### src/rtl/fei4_rx_arbiter.sv
// Round-robin read scheduler merging up to 16 FE-I4 receiver record FIFOs into one
// channel-tagged 32-bit stream, with a per-grant burst limit for fairness.
module fei4_rx_arbiter #(
  parameter int unsigned N_CH      = 4,
  parameter int unsigned MAX_BURST = 16
) (
  input  logic                 BUS_CLK,
  input  logic                 BUS_RST_N,
  input  logic [N_CH-1:0]      CH_EN,
  input  logic [N_CH-1:0]      FIFO_EMPTY,
  input  logic [24*N_CH-1:0]   FIFO_DATA,
  output logic [N_CH-1:0]      FIFO_READ,
  output logic [31:0]          OUT_DATA,
  output logic                 OUT_VALID,
  input  logic                 OUT_READY,
  output logic [3:0]           GRANT_CH,
  output logic                 BUSY,
  output logic [31:0]          WORD_CNT
);

  localparam int unsigned CH_W    = 4;
  localparam int unsigned DATA_W  = 24;
  localparam int unsigned CNT_W   = 32;
  localparam int unsigned BURST_W = 8;

  localparam logic [CH_W-1:0]    LAST_CH     = CH_W'(N_CH - 1);
  localparam logic [BURST_W-1:0] MAX_BURST_V = BURST_W'(MAX_BURST);

  typedef struct packed {
    logic [3:0]        rsvd;
    logic [CH_W-1:0]   ch;
    logic [DATA_W-1:0] data;
  } out_word_t;

  typedef enum logic [0:0] {
    ST_IDLE = 1'b0,
    ST_XFER = 1'b1
  } state_t;

  state_t             state, state_next;
  logic [CH_W-1:0]    grant_ch, grant_next;
  logic [BURST_W-1:0] burst_cnt, burst_next;
  logic [CNT_W-1:0]   word_cnt;
  out_word_t          out_word, out_word_next;
  logic               out_valid, out_valid_next;
  logic               pop_c;

  logic [N_CH-1:0]    elig;
  logic [N_CH-1:0]    grant_sel;
  logic               g_en;
  logic               g_empty;
  logic [DATA_W-1:0]  g_data;
  logic               scan_found;
  logic [CH_W-1:0]    scan_ch;
  int unsigned        scan_dist;
  int unsigned        scan_best;

  assign elig = CH_EN & ~FIFO_EMPTY;

  // Decode the granted channel and mux its enable, empty flag and head word.
  always_comb begin
    grant_sel = '0;
    g_en      = 1'b0;
    g_empty   = 1'b0;
    g_data    = '0;
    for (int unsigned i = 0; i < N_CH; i++) begin
      grant_sel[i] = (grant_ch == CH_W'(i));
      g_en         = g_en    | (grant_sel[i] & CH_EN[i]);
      g_empty      = g_empty | (grant_sel[i] & FIFO_EMPTY[i]);
      g_data       = g_data  | ({DATA_W{grant_sel[i]}} & FIFO_DATA[DATA_W*i +: DATA_W]);
    end
  end

  // Round-robin scan: distance 0 is the channel after the last grant, the last grant itself is farthest.
  always_comb begin
    scan_found = 1'b0;
    scan_ch    = grant_ch;
    scan_best  = N_CH;
    scan_dist  = 0;
    for (int unsigned i = 0; i < N_CH; i++) begin
      scan_dist = i + N_CH - 32'(grant_ch) - 32'd1;
      if (scan_dist >= N_CH) begin
        scan_dist = scan_dist - N_CH;
      end
      if (elig[i] && (scan_dist < scan_best)) begin
        scan_best  = scan_dist;
        scan_ch    = CH_W'(i);
        scan_found = 1'b1;
      end
    end
  end

  // Next-state and pop decision.
  always_comb begin
    state_next     = state;
    grant_next     = grant_ch;
    burst_next     = burst_cnt;
    out_word_next  = out_word;
    out_valid_next = out_valid;
    pop_c          = 1'b0;

    case (state)
      ST_IDLE: begin
        if (scan_found) begin
          grant_next = scan_ch;
          burst_next = '0;
          state_next = ST_XFER;
        end
      end
      ST_XFER: begin
        pop_c = g_en & ~g_empty & (~out_valid | OUT_READY) & (burst_cnt < MAX_BURST_V);
        if (pop_c) begin
          out_word_next  = '{rsvd: 4'h0, ch: grant_ch, data: g_data};
          out_valid_next = 1'b1;
          burst_next     = burst_cnt + BURST_W'(1);
        end else if (g_empty || !g_en || (burst_cnt == MAX_BURST_V)) begin
          state_next = ST_IDLE;
        end
      end
      default: state_next = ST_IDLE;
    endcase

    // A consumed word with nothing to replace it empties the output register in any state.
    if (OUT_READY && out_valid && !pop_c) begin
      out_valid_next = 1'b0;
    end
  end

  always_comb begin
    FIFO_READ = '0;
    for (int unsigned i = 0; i < N_CH; i++) begin
      FIFO_READ[i] = pop_c & grant_sel[i];
    end
  end

  always_ff @(posedge BUS_CLK or negedge BUS_RST_N) begin
    if (!BUS_RST_N) begin
      state     <= ST_IDLE;
      grant_ch  <= LAST_CH;
      burst_cnt <= '0;
      out_word  <= '0;
      out_valid <= 1'b0;
      word_cnt  <= '0;
    end else begin
      state     <= state_next;
      grant_ch  <= grant_next;
      burst_cnt <= burst_next;
      out_word  <= out_word_next;
      out_valid <= out_valid_next;
      if (pop_c) begin
        word_cnt <= word_cnt + CNT_W'(1);
      end
    end
  end

  assign OUT_DATA  = out_word;
  assign OUT_VALID = out_valid;
  assign GRANT_CH  = grant_ch;
  assign BUSY      = (state == ST_XFER);
  assign WORD_CNT  = word_cnt;

endmodule

### config.mk
export PLATFORM = sky130hd
export DESIGN_NAME = fei4_rx_arbiter
export DESIGN_NICKNAME = d
export VERILOG_FILES = /design/src/rtl/fei4_rx_arbiter.sv
export SDC_FILE = /design/constraint.sdc
export NUM_CORES = 1
export LEC_CHECK = 0
export ABC_AREA = 1
export CAP_MARGIN = 10
export CORE_MARGIN = 2
export CORE_UTILIZATION = 44
export DETAILED_ROUTE_END_ITERATION = 10
export GPL_ROUTABILITY_DRIVEN = 0
export HOLD_SLACK_MARGIN = 0.05
export PLACE_DENSITY = 0.84
export SYNTH_ARGS = -nofsm -noshare
export SYNTH_HDL_FRONTEND = slang
export SYNTH_SLANG_ARGS = --single-unit
export TNS_END_PERCENT = 5
### constraint.sdc
create_clock -name BUS_CLK -period 6.23 [get_ports BUS_CLK]
set_input_delay 0.623 -clock BUS_CLK [delete_from_list [all_inputs] [get_ports BUS_CLK]]
set_output_delay 0.623 -clock BUS_CLK [all_outputs]
set_load 0.03 [all_outputs]
## Word-level counts from Yosys, hierarchy flattened

Index checks and enable logic that the tools add are counted.

| storage, ports and cells | value |
|---|---|
| flip-flop bits (word level) | 74 |
| bits of input ports | 107 |
| output and inout port bits | 74 |
| word-level logic and storage cells | 114 |

| cells by class | value |
|---|---|
| $add $sub $neg | 14 |
| magnitude comparators | 9 |
| equal/unequal tests | 6 |
| mux-type cells | 26 |
| bitwise logic cells | 34 |
| reduce and logical (&&, ||, !) cells | 18 |

Operators with widths:

| kind | count |
|---|---|
| 2-to-1 mux 32 bit | 7 |
| greater-or-equal comparator 32 x 3 -> 1 bit (second input constant) | 4 |
| AND 24 bit | 4 |
| less-than comparator 32 bit | 3 |
| bitwise OR 24 bit | 3 |
| adder 32 x 1 -> 32 bit (second input constant) | 1 |
| less-than comparator 32 x 3 -> 1 bit (second input constant) | 1 |
| subtractor 6 x 4 -> 7 bit (second input constant) | 4 |
| subtractor 5 x 2 -> 6 bit (second input constant) | 4 |
| subtractor 3 x 4 -> 5 bit (first input constant) | 4 |
| 2-to-1 mux 4 bit | 4 |
| 2-to-1 mux 8 bit | 2 |
| case mux 8 bit (2 select lines) | 1 |
| AND 1 bit | 15 |
| 2-to-1 mux 1 bit | 11 |
| adder 8 x 1 -> 8 bit (second input constant) | 1 |
| equality test 4 x 2 -> 1 bit (second input constant) | 2 |
| equality test 8 x 5 -> 1 bit (second input constant) | 1 |
| less-than comparator 8 x 5 -> 1 bit (second input constant) | 1 |
| bitwise OR 1 bit | 7 |
| logical AND 1 bit | 6 |
| AND reduction 2 bit | 3 |
| AND 4 bit | 1 |
| equality test 4 x 1 -> 1 bit (second input constant) | 1 |
| other kinds (11) | 16 |

## Logic depth before layout (Yosys ltp)

Gate-level depths: netlist of the first run.

| logic depth | value |
|---|---|
| depth in word-level cells | 18 |
| gate-level depth with buffers | 47 |
| gate-level depth less buffers | 46 |

## Worst setup path before layout of the first run

Ideal clock, no wire load.

| timing | value |
|---|---|
| path type | reg-to-reg |
| start point | register grant_ch[0], in the netlist GRANT_CH[0] |
| end point | register grant_ch[0], in the netlist GRANT_CH[0] |
| library setup time | 60 ps |
| arrival time | 5,211 ps |
| required time | 6,170 ps |
| slack | 958 ps |
| stages on the path, launching flop included | 44 |
| buffers on the path | 1 |
| period minus slack after synthesis | 5,272 ps |
| cell sequence | dfstp_2 -> inv_1 -> ha_1 -> buf_6 -> inv_1 -> ha_1 -> inv_1 -> ha_1 -> nand2_1 -> nand3_1 -> inv_1 -> nor3_1 -> inv_1 -> ha_1 -> o21a_1 -> nand3_1 -> nand2_1 -> nand2_1 -> [8 not listed] -> nand2_1 -> nand2_1 -> nand2_1 -> nand2_1 -> nand2_1 -> nand2_1 -> nand2_2 -> inv_1 -> nand2_1 -> ha_1 -> a211o_1 -> inv_1 -> nand2_1 -> nand2_1 -> nand2_1 -> a21oi_2 -> nand2_1 -> nand2_1 |

| between the ends | value |
|---|---|
| longest elaborated chain between the ends | 17 |
| elaborated cells between the ends (all ways) | 40 |
| classes of those cells | add/sub (12); order compare (8); mux (14); reduce/logical (6) |

RTL lines:

| item | line | text |
|---|---|---|
| start: declaration | 41 | `logic [CH_W-1:0] grant_ch, grant_next;` |
| start signal: assignment | 146 | `grant_ch <= grant_next;` |
| subtractor 3 x 4 -> 5 bit | 81 | `scan_dist = i + N_CH - 32'(grant_ch) - 32'd1;` |
| subtractor 5 x 2 -> 6 bit | 81 |  |
| greater-or-equal comparator 32 x 3 -> 1 bit / subtractor 6 x 4 -> 7 bit (equally long branches) | 82, 83 |  |
| 2-to-1 mux 32 bit | 82 | `if (scan_dist >= N_CH) begin` |
| less-than comparator 32 x 3 -> 1 bit | 85 | `if (elig[i] && (scan_dist < scan_best)) begin` |
| logical AND 1 bit | 85 |  |
| 2-to-1 mux 32 bit | 85 |  |
| less-than comparator 32 bit | 85 |  |
| logical AND 1 bit | 85 |  |
| 2-to-1 mux 32 bit | 85 |  |
| less-than comparator 32 bit | 85 |  |
| logical AND 1 bit | 85 |  |
| 2-to-1 mux 32 bit | 85 |  |
| less-than comparator 32 bit | 85 |  |
| logical AND 1 bit | 85 |  |
| nonzero test 4 bit (no line) / 2-to-1 mux 1 bit (equally long branches) | n/a |  |
| AND reduction 3 bit (no line) | n/a |  |

Parallel ways exist; a longest one is shown, timed or not.
A chain may end at the register's enable or synchronous reset.

## Worst setup path after layout of the first run

| timing | value |
|---|---|
| start point | register grant_ch[0], in the netlist GRANT_CH[0] |
| end point | register burst_cnt[1] |

| between the ends | value |
|---|---|
| longest elaborated chain between the ends | 18 |
| elaborated cells between the ends (all ways) | 60 |
| classes of those cells | add/sub (12); order compare (8); eq/ne (5); mux (11); bitwise (18); reduce/logical (6) |

RTL lines:

| item | line | text |
|---|---|---|
| subtractor 3 x 4 -> 5 bit | 81 |  |
| subtractor 5 x 2 -> 6 bit | 81 |  |
| greater-or-equal comparator 32 x 3 -> 1 bit / subtractor 6 x 4 -> 7 bit (equally long branches) | 82, 83 |  |
| 2-to-1 mux 32 bit | 82 |  |
| less-than comparator 32 x 3 -> 1 bit | 85 |  |
| logical AND 1 bit | 85 |  |
| 2-to-1 mux 32 bit | 85 |  |
| less-than comparator 32 bit | 85 |  |
| [2 not listed] | n/a |  |
| less-than comparator 32 bit | 85 |  |
| logical AND 1 bit | 85 |  |
| 2-to-1 mux 32 bit | 85 |  |
| less-than comparator 32 bit | 85 |  |
| logical AND 1 bit | 85 |  |
| 2-to-1 mux 1 bit | 85 |  |
| != test 2 bit (no line) | n/a |  |
| AND reduction 2 bit (no line) * | n/a |  |
| end signal: assignment | 147 | `burst_cnt <= burst_next;` |
| end: declaration | 42 | `logic [BURST_W-1:0] burst_cnt, burst_next;` |

Mark *: on every way between the ends. The rest lies on a longest branch, timed or not.

==> flow_summary.json, run 1 <==
{
  "hold_slack_ns": 0.465,
  "netlist.top_cell.by_area": "dfrtp_1",
  "power.density_nw_per_um2": 379,
  "dr.first_iter.drc_count": 219,
  "min_period_ns": 5.70,
  "hold_path_class": "in -> async",
  "worst_slew_pin_slew_ns": 0.891,
  "max-vdd-ir-drop_mv": 0.175,
  "numPortBuffers": 172,
  "cts-buffers-inserted": 9,
  "antenna_found_initial": 0,
  "core-area_um2": 10200,
  "ff_latch_area_um2": 1750,
  "synth_cells": 559,
  "cp_max_fo": 10,
  "fin_skew_ns": 0.0152,
  "power_uw": 2530,
  "dp_hpwl_um": 10200,
  "multi_input_area_um2": 2540,
  "antenna_left": 0,
  "setup_viol": 0,
  "die_area_um2": 11200,
  "worst_path_max_delay_cell": "dfstp_2",
  "worst_ep_arrival_time_ns": 5.93,
  "fin_crit_sh": 0.914,
  "critPathMaxStageDelay_ns": 0.58,
  "dp_cells": 863,
  "fmax_ghz": 0.176,
  "p_leak_uw": 0.00320,
  "setup_tns_ns": 0,
  "status": "complete, no violations",
  "first_pass_iters": 6,
  "avgSynthCellArea_um2": 8.19,
  "synth_ff_type": "dfrtp_1",
  "postLayoutCellArea_um2": 6660,
  "num_io_pins": 181,
  "rrSetupSlack_ns": 0.53,
  "ys_seq_elements": 70,
  "die_h_um": 106,
  "cts_hold_buf": 0,
  "synth_cell_types": 40,
  "ys_warn_count": 0,
  "cp-end-kind": "flop",
  "yosysSeqAreaShare": 0.383,
  "worst_path_most_repeated_cell": "nand2_1",
  "track_usage": 0.242,
  "grt_pass1_vias": 4521,
  "routedWlPerCell_um": 15.3,
  "yosys.area.top_type_share": 0.372,
  "ys_top_cells_by_area": "dfrtp_1 (37%), nand2_1 (15%), ha_1 (8.7%)",
  "drive_gt1_frac": 0.0777,
  "hold_viol": 0,
  "rows": 37,
  "tritoncts": "built",
  "clk_latency_ns": 0.35,
  "cts-root-buf": "clkbuf_8",
  "place_area_um2": 6410,
  "htree_levels": 3,
  "fin_cells": 882,
  "drc": 0,
  "areaGrowthSynthToFinish_pct": 45.6,
  "synth_area_um2": 4580,
  "rsz0062_at_grt": "false",
  "critical_path_class": "reg -> reg",
  "clockBufferDepth": 2,
  "nets": 882,
  "cap_violations": 0,
  "cp.required_ns": 6.46,
  "slew_headroom": 0.406,
  "num_antenna_cells": 0,
  "grt_max_degree": 71,
  "routed_wl_um": 13500,
  "cts.reportedPaths.clkPinSlew_ns": 0.09,
  "synth-edff-count": 0,
  "fillers": 846,
  "synthArstFlopShare": 1.00,
  "critPathLaunchType": "flop",
  "viasPerCell": 5.18,
  "via_count": 4567,
  "slew_viol_final": 0,
  "initial_core_util": 0.447,
  "grt_overflow": 0,
  "die_x_um": 106,
  "grt_pass1_wl_um": 21600,
  "numClockSinks": 70
}
[state kept, by name (all words and copies together) (netlist names)]
signal	cells
BUSY	1
GRANT_CH	2
OUT_DATA	26
OUT_VALID	1
WORD_CNT	32
burst_cnt	8
[worst max-delay path: cells and delay by family, from the launching register on]
kind	cells	cell delay (ns)
flops	1	0.58
fa+ha+maj	6	1.63
buf+inv	6	0.57
simple gates	27	2.27
compound gates	3	0.54
[cells in the mapped netlist (4+ instances only)]
cell type,number
nand2_2,6
nand4_2,4
nor2_4,4
clkbuf_1,13
a221oi_1,24
a21oi_1,7
dfrtp_1,68
nor3_1,8
nand4_1,11
nand2_1,181
nor2_1,23
nor3b_1,4
buf_4,9
xnor2_1,8
buf_6,4
nand3_1,13
inv_1,49
xor2_1,24
o21ai_0,38
nor3_2,4
ha_1,32
[cell usage in the layout (no fill, tap or decap), types with 2 or more instances in the layout]
master and count:
nand2_2 6, nand3_1 13, xor2_1 24, nand2_1 181, dfstp_2 2, dfrtp_1 68, clkinv_4 2, clkbuf_8 9
a221oi_1 24, nor3_2 5, a21oi_1 7, clkdlybuf4s50_1 171, a211o_1 2, nor2_1 23, nand4_1 11, conb_1 19
nor2_4 4, nor3_1 7, xnor2_1 8, nand4_2 4, ha_1 32, buf_4 9, bufinv_16 2, o21ai_0 37
fa_1 2, clkinv_1 2, nand3_2 2, inv_2 3, inv_1 47, nor3b_1 4
[where the power goes]
| part | switching, uW | leakage [uW] | internal, uW |
|---|---|---|---|
| registers | 84.4 | 0.000881 | 560 |
| logic | 903 | 0.00221 | 568 |
| clock network | 183 | 0.000107 | 228 |
| total | 1170 | 0.00320 | 1360 |
[layout make-up]
type / count / area share
tap: 136 / 0.0255
multi-input combinational: 427 / 0.381
timing repair buffer: 181 / 0.268
clock buffer: 10 / 0.0192
clock inverter: 6 / 0.0141
sequential: 70 / 0.263
inverter: 52 / 0.0293
[cells by family after synthesis]
logic type	after synthesis	synth area share
buffers and inverters	79	0.0787
other	2	0.00164
AND/OR/NAND/NOR	267	0.273
AO/OA/AOI/OAI	74	0.104
flip-flops	70	0.383
adder cells (fa/ha/maj)	34	0.0962
XOR/XNOR	32	0.0612
multiplexers	1	0.00246
[what timing repair did]
| action | in CTS | in global routing |
|---|---|---|
| setup endpoints to repair | 0 | 11 |
| gates resized for setup | 0 | 5 |
| endpoints found under the hold margin | 0 | 0 |
| buffers inserted | 0 | 3 |
[through the flow]
step	utilization	worst slack [ns]
after floorplan	-	0.958
after global placement	0.626	0.874
after detailed placement	0.626	0.470
after CTS	0.648	0.403
after global routing	0.651	0.0185
final	0.651	0.533
[path summary, 6_finish.rpt]
kind | from | end | cells past startpoint
max | GRANT_CH[0] | burst_cnt[1] | 42
min | BUS_RST_N | WORD_CNT[3] | 2
max reg2reg | GRANT_CH[0] | burst_cnt[1] | 42
min reg2reg | OUT_DATA[3] | OUT_DATA[3] | 2
max in group asynchronous | BUS_RST_N | OUT_DATA[0] | 2
min in group BUS_CLK | OUT_DATA[3] | OUT_DATA[3] | 2
[layer usage]
layer / global-route usage / up-vias / part of all wire
li1: - / 2173 / -
met4: 0.0602 / 0 / 0.021
met1: 0.290 / 2154 / 0.39
met2: 0.434 / 203 / 0.51
met5: 0 / - / 0
met3: 0.0595 / 37 / 0.078
(Power assumes the default switching activity.)
==> run 2: changes to the inputs <==
--- a/config.mk
+++ b/config.mk
@@ -8,11 +8,12 @@
 export ABC_AREA = 1
 export CAP_MARGIN = 10
 export CORE_MARGIN = 2
-export CORE_UTILIZATION = 44
+export CORE_UTILIZATION = 45
+export CTS_BUF_LIST = sky130_fd_sc_hd__clkbuf_4
 export DETAILED_ROUTE_END_ITERATION = 10
 export GPL_ROUTABILITY_DRIVEN = 0
 export HOLD_SLACK_MARGIN = 0.05
-export PLACE_DENSITY = 0.84
+export PLACE_DENSITY = 0.85
 export SYNTH_ARGS = -nofsm -noshare
 export SYNTH_HDL_FRONTEND = slang
 export SYNTH_SLANG_ARGS = --single-unit
==> constraint.sdc (replaced) <==
create_clock -name BUS_CLK -period 6.23 [get_ports BUS_CLK]
set_input_delay 1.869 -clock BUS_CLK [delete_from_list [all_inputs] [get_ports BUS_CLK]]
set_output_delay 1.869 -clock BUS_CLK [all_outputs]
set_load 0.03 [all_outputs]
==> run 2 against run 1 <==
Compared with the run above: worst hold slack improved by 0.012 ns; clock skew increased by 0.0073 ns; fmax decreased by 3.6%; sequential share of layout area about the same; clock-buffer cell count decreased by 1; via count decreased by 2.4%; sequential cell count unchanged; worst setup slack got worse by 0.21 ns; critical path depth decreased by 4; combinational power about the same; first-iteration DRC count increased by 4.1%; utilization increased by 2.8 points; largest power group unchanged.
==> flow_summary.json, run 2 (synthesis gave the netlist of run 1 again) <==
{
  "status": "complete, no violations",
  "slew_headroom": 0.420,
  "dr.first_iter.drc_count": 228,
  "clockBufferDepth": 2,
  "viasPerCell": 5.04,
  "rows": 36,
  "final_cell_mix": "nand2_1 (180), clkdlybuf4s50_1 (171), dfrtp_1 (68)",
  "numPortBuffers": 172,
  "grt_max_degree": 71,
  "num_io_pins": 181,
  "hold_end": "WORD_CNT[31]",
  "setup_tns_ns": 0,
  "critical_path_class": "in -> reg",
  "drc": 0,
  "fin_ws_ns": 0.322,
  "first_pass_iters": 6,
  "critPathMaxStageDelay_ns": 0.48,
  "antenna_found_initial": 0,
  "hold_path_class": "reg -> reg",
  "cp.buffers_inverters": 6,
  "routed_wl_um": 13600,
  "p_leak_uw": 0.00321,
  "postLayoutCellArea_um2": 6670,
  "max-vdd-ir-drop_mv": 0.310,
  "cts.reportedPaths.clkPinSlew_ns": 0.11,
  "dp_cells": 862,
  "worst_ep_arrival_time_ns": 6.20,
  "num_antenna_cells": 0,
  "min_path_cells": 1,
  "r2r_end": "burst_cnt[1]",
  "power.density_nw_per_um2": 371,
  "cp.required_ns": 6.52,
  "die_area_um2": 11000,
  "r2r_start": "GRANT_CH[0]",
  "nets": 888,
  "die_h_um": 105,
  "cts-root-buf": "clkbuf_4",
  "min_from": "WORD_CNT[31]",
  "numClockSinks": 70,
  "slew_viol_final": 0,
  "worst_path_most_repeated_cell": "nand2_1",
  "largest_reg_flops": 32,
  "dp_hpwl_um": 10500,
  "startpoint": "CH_EN[0]",
  "cp-end-kind": "flop",
  "fmax_ghz": 0.169,
  "rrSetupSlack_ns": 0.51,
  "fillers": 823,
  "die_x_um": 105,
  "via_count": 4459,
  "grt_overflow": 0,
  "worst_path_max_delay_cell": "clkdlybuf4s50_1",
  "grt_pass1_wl_um": 21500,
  "antenna_left": 0,
  "critPathLaunchType": "input pin",
  "fin_skew_ns": 0.0226,
  "track_usage": 0.246,
  "place_ws_ns": -0.0597,
  "worst_slew_pin_slew_ns": 0.870,
  "areaGrowthSynthToFinish_pct": 45.7,
  "cts-buffers-inserted": 9,
  "cp_max_fo": 10,
  "power_uw": 2470,
  "min_period_ns": 5.91,
  "routedWlPerCell_um": 15.3,
  "reg2reg_depth": 43,
  "fin_crit_sh": 0.948,
  "final_common_cell": "nand2_1",
  "hold_viol": 0,
  "grt_pass1_vias": 4458,
  "clk_latency_ns": 0.41,
  "path_delay_family": "simple AND/OR/NAND/NOR gates",
  "setup_viol": 0,
  "htree_levels": 3,
  "core-area_um2": 9820,
  "cap_violations": 0,
  "tritoncts": "built",
  "place_area_um2": 6420,
  "cp.depth": 38,
  "drive_gt1_frac": 0.0891,
  "initial_core_util": 0.466,
  "fin_cells": 885,
  "cts_hold_buf": 0
}
## run 2: cell type report
cell class                      count  area [um^2]  share of cell area
Multi-Input combinational cell    427         2540               0.382
Sequential cell                    70         1750               0.263
Inverter                           52          199              0.0298
Tap cell                          133          166              0.0250
Clock inverter                      7          105              0.0158
Timing Repair Buffer              187         1830               0.274
Clock buffer                        9         67.6              0.0101
## run 2: through the flow
stage / hold WS, ns / util
after floorplan: 0.464 / -
after global placement: 0.458 / 0.654
after detailed placement: 0.460 / 0.654
after CTS: 0.479 / 0.671
after global routing: 0.493 / 0.679
final: 0.477 / 0.679
## run 2: worst max path at each step
stage	to	slack, ns
2_1_floorplan	GRANT_CH[0]	0.78
6_report	burst_cnt[1]	0.32
4_1_cts	burst_cnt[1]	0.38
5_1_grt	GRANT_CH[1]	-0.08
3_3_place_gp	GRANT_CH[0]	0.18
3_5_place_dp	GRANT_CH[0]	-0.06
## run 2: repair_timing
action | in CTS | in global routing
endpoints found under the setup margin | 0 | 11
gates resized for setup | 0 | 7
buffers inserted | 0 | 7
## run 2: where the power goes
part | switching, uW | total (uW) | internal [uW]
registers | 89.0 | 649 | 560
clock network | 175 | 344 | 169
logic | 896 | 1480 | 585
total | 1160 | 2470 | 1310
## run 2: layer usage
metal / share of wire / wire length (um) / track usage
met5: 0 / 0 / 0
met4: 0.014 / 185 / 0.0724
met3: 0.071 / 969 / 0.0649
met2: 0.51 / 6900 / 0.440
met1: 0.41 / 5500 / 0.290
==> run 3: changes to the inputs <==
--- a/config.mk
+++ b/config.mk
@@ -17,4 +17,4 @@
 export SYNTH_ARGS = -nofsm -noshare
 export SYNTH_HDL_FRONTEND = slang
 export SYNTH_SLANG_ARGS = --single-unit
-export TNS_END_PERCENT = 5
+export TNS_END_PERCENT = 100
==> constraint.sdc (replaced) <==
create_clock -name BUS_CLK -period 6.23 [get_ports BUS_CLK]
set_input_delay 1.246 -clock BUS_CLK [delete_from_list [all_inputs] [get_ports BUS_CLK]]
set_output_delay 1.246 -clock BUS_CLK [all_outputs]
set_load 0.03 [all_outputs]
==> run 3 against run 2 <==
Compared with the run above: clock skew decreased by 0.0027 ns; global-route usage decreased by 0.56 points; clock-buffer cell count unchanged; via count decreased by 0.25%; non-clock buffer count decreased by 4; worst setup slack improved by 0.22 ns; worst hold slack improved by 0.0053 ns; first-iteration DRC count increased by 20%; critical path type is now reg -> reg.
==> flow_summary.json, run 3 (synthesis gave the netlist of run 1 again) <==
{
  "status": "complete, no violations",
  "clockBufferDepth": 2,
  "hold_path_class": "reg -> reg",
  "clk_latency_ns": 0.41,
  "ff_latch_area_um2": 1750,
  "cts_hold_buf": 0,
  "grt_pass1_wl_um": 21200,
  "power_uw": 2340,
  "drc": 0,
  "dr.first_iter.drc_count": 274,
  "nets": 884,
  "critPathLaunchType": "flop",
  "min_period_ns": 5.69,
  "cp-end-kind": "flop",
  "largest_reg_flops": 32,
  "die_x_um": 105,
  "tritoncts": "built",
  "cts-root-buf": "clkbuf_4",
  "fmax_ghz": 0.176,
  "numPortBuffers": 172,
  "num_antenna_cells": 0,
  "final_common_cell": "nand2_1",
  "cap_violations": 0,
  "slew_headroom": 0.376,
  "fillers": 822,
  "grt_max_degree": 71,
  "worst_ep_arrival_time_ns": 5.98,
  "via_count": 4448,
  "initial_core_util": 0.466,
  "setup_viol": 0,
  "num_io_pins": 181,
  "numClockSinks": 70,
  "track_usage": 0.241,
  "first_pass_iters": 7,
  "worst_slew_pin_slew_ns": 0.935,
  "critical_path_class": "reg -> reg",
  "cts-buffers-inserted": 9,
  "grt_pass1_vias": 4355,
  "grt_overflow": 0,
  "dp_hpwl_um": 10200,
  "cp.required_ns": 6.52,
  "core-area_um2": 9820,
  "fin_util": 0.669,
  "fin_crit_sh": 0.914,
  "die_h_um": 105,
  "antenna_found_initial": 0,
  "die_area_um2": 11000,
  "antenna_left": 0,
  "power.density_nw_per_um2": 357,
  "rrSetupSlack_ns": 0.54,
  "worst_path_max_delay_cell": "dfstp_2",
  "critPathMaxStageDelay_ns": 0.67,
  "fin_skew_ns": 0.0198,
  "cp_max_fo": 10,
  "hold_viol": 0,
  "slew_viol_final": 0,
  "p_leak_uw": 0.00316,
  "routed_wl_um": 13200,
  "cp.buffers_inverters": 7,
  "multi_input_area_um2": 2540,
  "drive_gt1_frac": 0.0817,
  "htree_levels": 3,
  "hold_slack_ns": 0.482,
  "rows": 36,
  "path_delay_family": "simple AND/OR/NAND/NOR gates",
  "final_cell_mix": "nand2_1 (181), clkdlybuf4s50_1 (171), dfrtp_1 (68)",
  "worst_path_most_repeated_cell": "nand2_1",
  "viasPerCell": 5.05,
  "routedWlPerCell_um": 15.0,
  "cts.reportedPaths.clkPinSlew_ns": 0.12,
  "max-vdd-ir-drop_mv": 0.296,
  "areaGrowthSynthToFinish_pct": 43.5
}
[run 3: area by class of cell]
type	count	share of cell area
clock inverters	6	0.00591
repair buffers	183	0.274
multi-input cells	427	0.387
well taps	133	0.0253
clock buffers	9	0.0103
flip-flops and latches	70	0.267
inverters	52	0.0303
[run 3: worst paths after layout]
| kind | start | to | cells after the start |
|---|---|---|---|
| setup / recovery | GRANT_CH[0] | burst_cnt[1] | 43 |
| hold / removal | WORD_CNT[31] | WORD_CNT[31] | 1 |
| setup reg to reg | GRANT_CH[0] | burst_cnt[1] | 43 |
| hold reg to reg | WORD_CNT[31] | WORD_CNT[31] | 1 |
| max in group asynchronous | BUS_RST_N | burst_cnt[2] | 2 |
| min in group asynchronous | BUS_RST_N | WORD_CNT[3] | 2 |
[run 3: report_power, final]
| part | switching (uW) | internal (uW) |
|---|---|---|
| logic | 880 | 575 |
| registers | 88.4 | 560 |
| clock network | 160 | 79.2 |
| total | 1130 | 1210 |
[run 3: layer usage]
| layer | share of wire | wire length (um) | track usage |
|---|---|---|---|
| met1 | 0.42 | 5500 | 0.293 |
| met3 | 0.066 | 875 | 0.0611 |
| met2 | 0.51 | 6730 | 0.435 |
| met4 | 0.0085 | 112 | 0.0410 |
| met5 | 0 | 0 | 0 |
[run 3: worst reg2reg max path: cells and delay by family (launching register included)]
family	cells	cell delay, ns
AOI/OAI and AO/OA	3	0.54
DFF	1	0.67
adders and majority gates	6	1.49
buffers and inverters	7	0.70
and+or+nand+nor	27	2.20
[run 3: per-stage QoR]
stage	TNS (ns)	cells	cell area [um^2]	setup slack [ns]
after global routing	-0.0568	880	6570	-0.0219
final	0	880	6570	0.538
after floorplan	0	576	4640	0.958
after detailed placement	0	859	6400	0.425
after CTS	0	874	6500	0.483
after global placement	0	859	6400	0.630
[run 3: timing repair]
action                                  CTS  global route
resized for setup                         0             6
endpoints found under the setup margin    0            11
setup buffers                             0             6
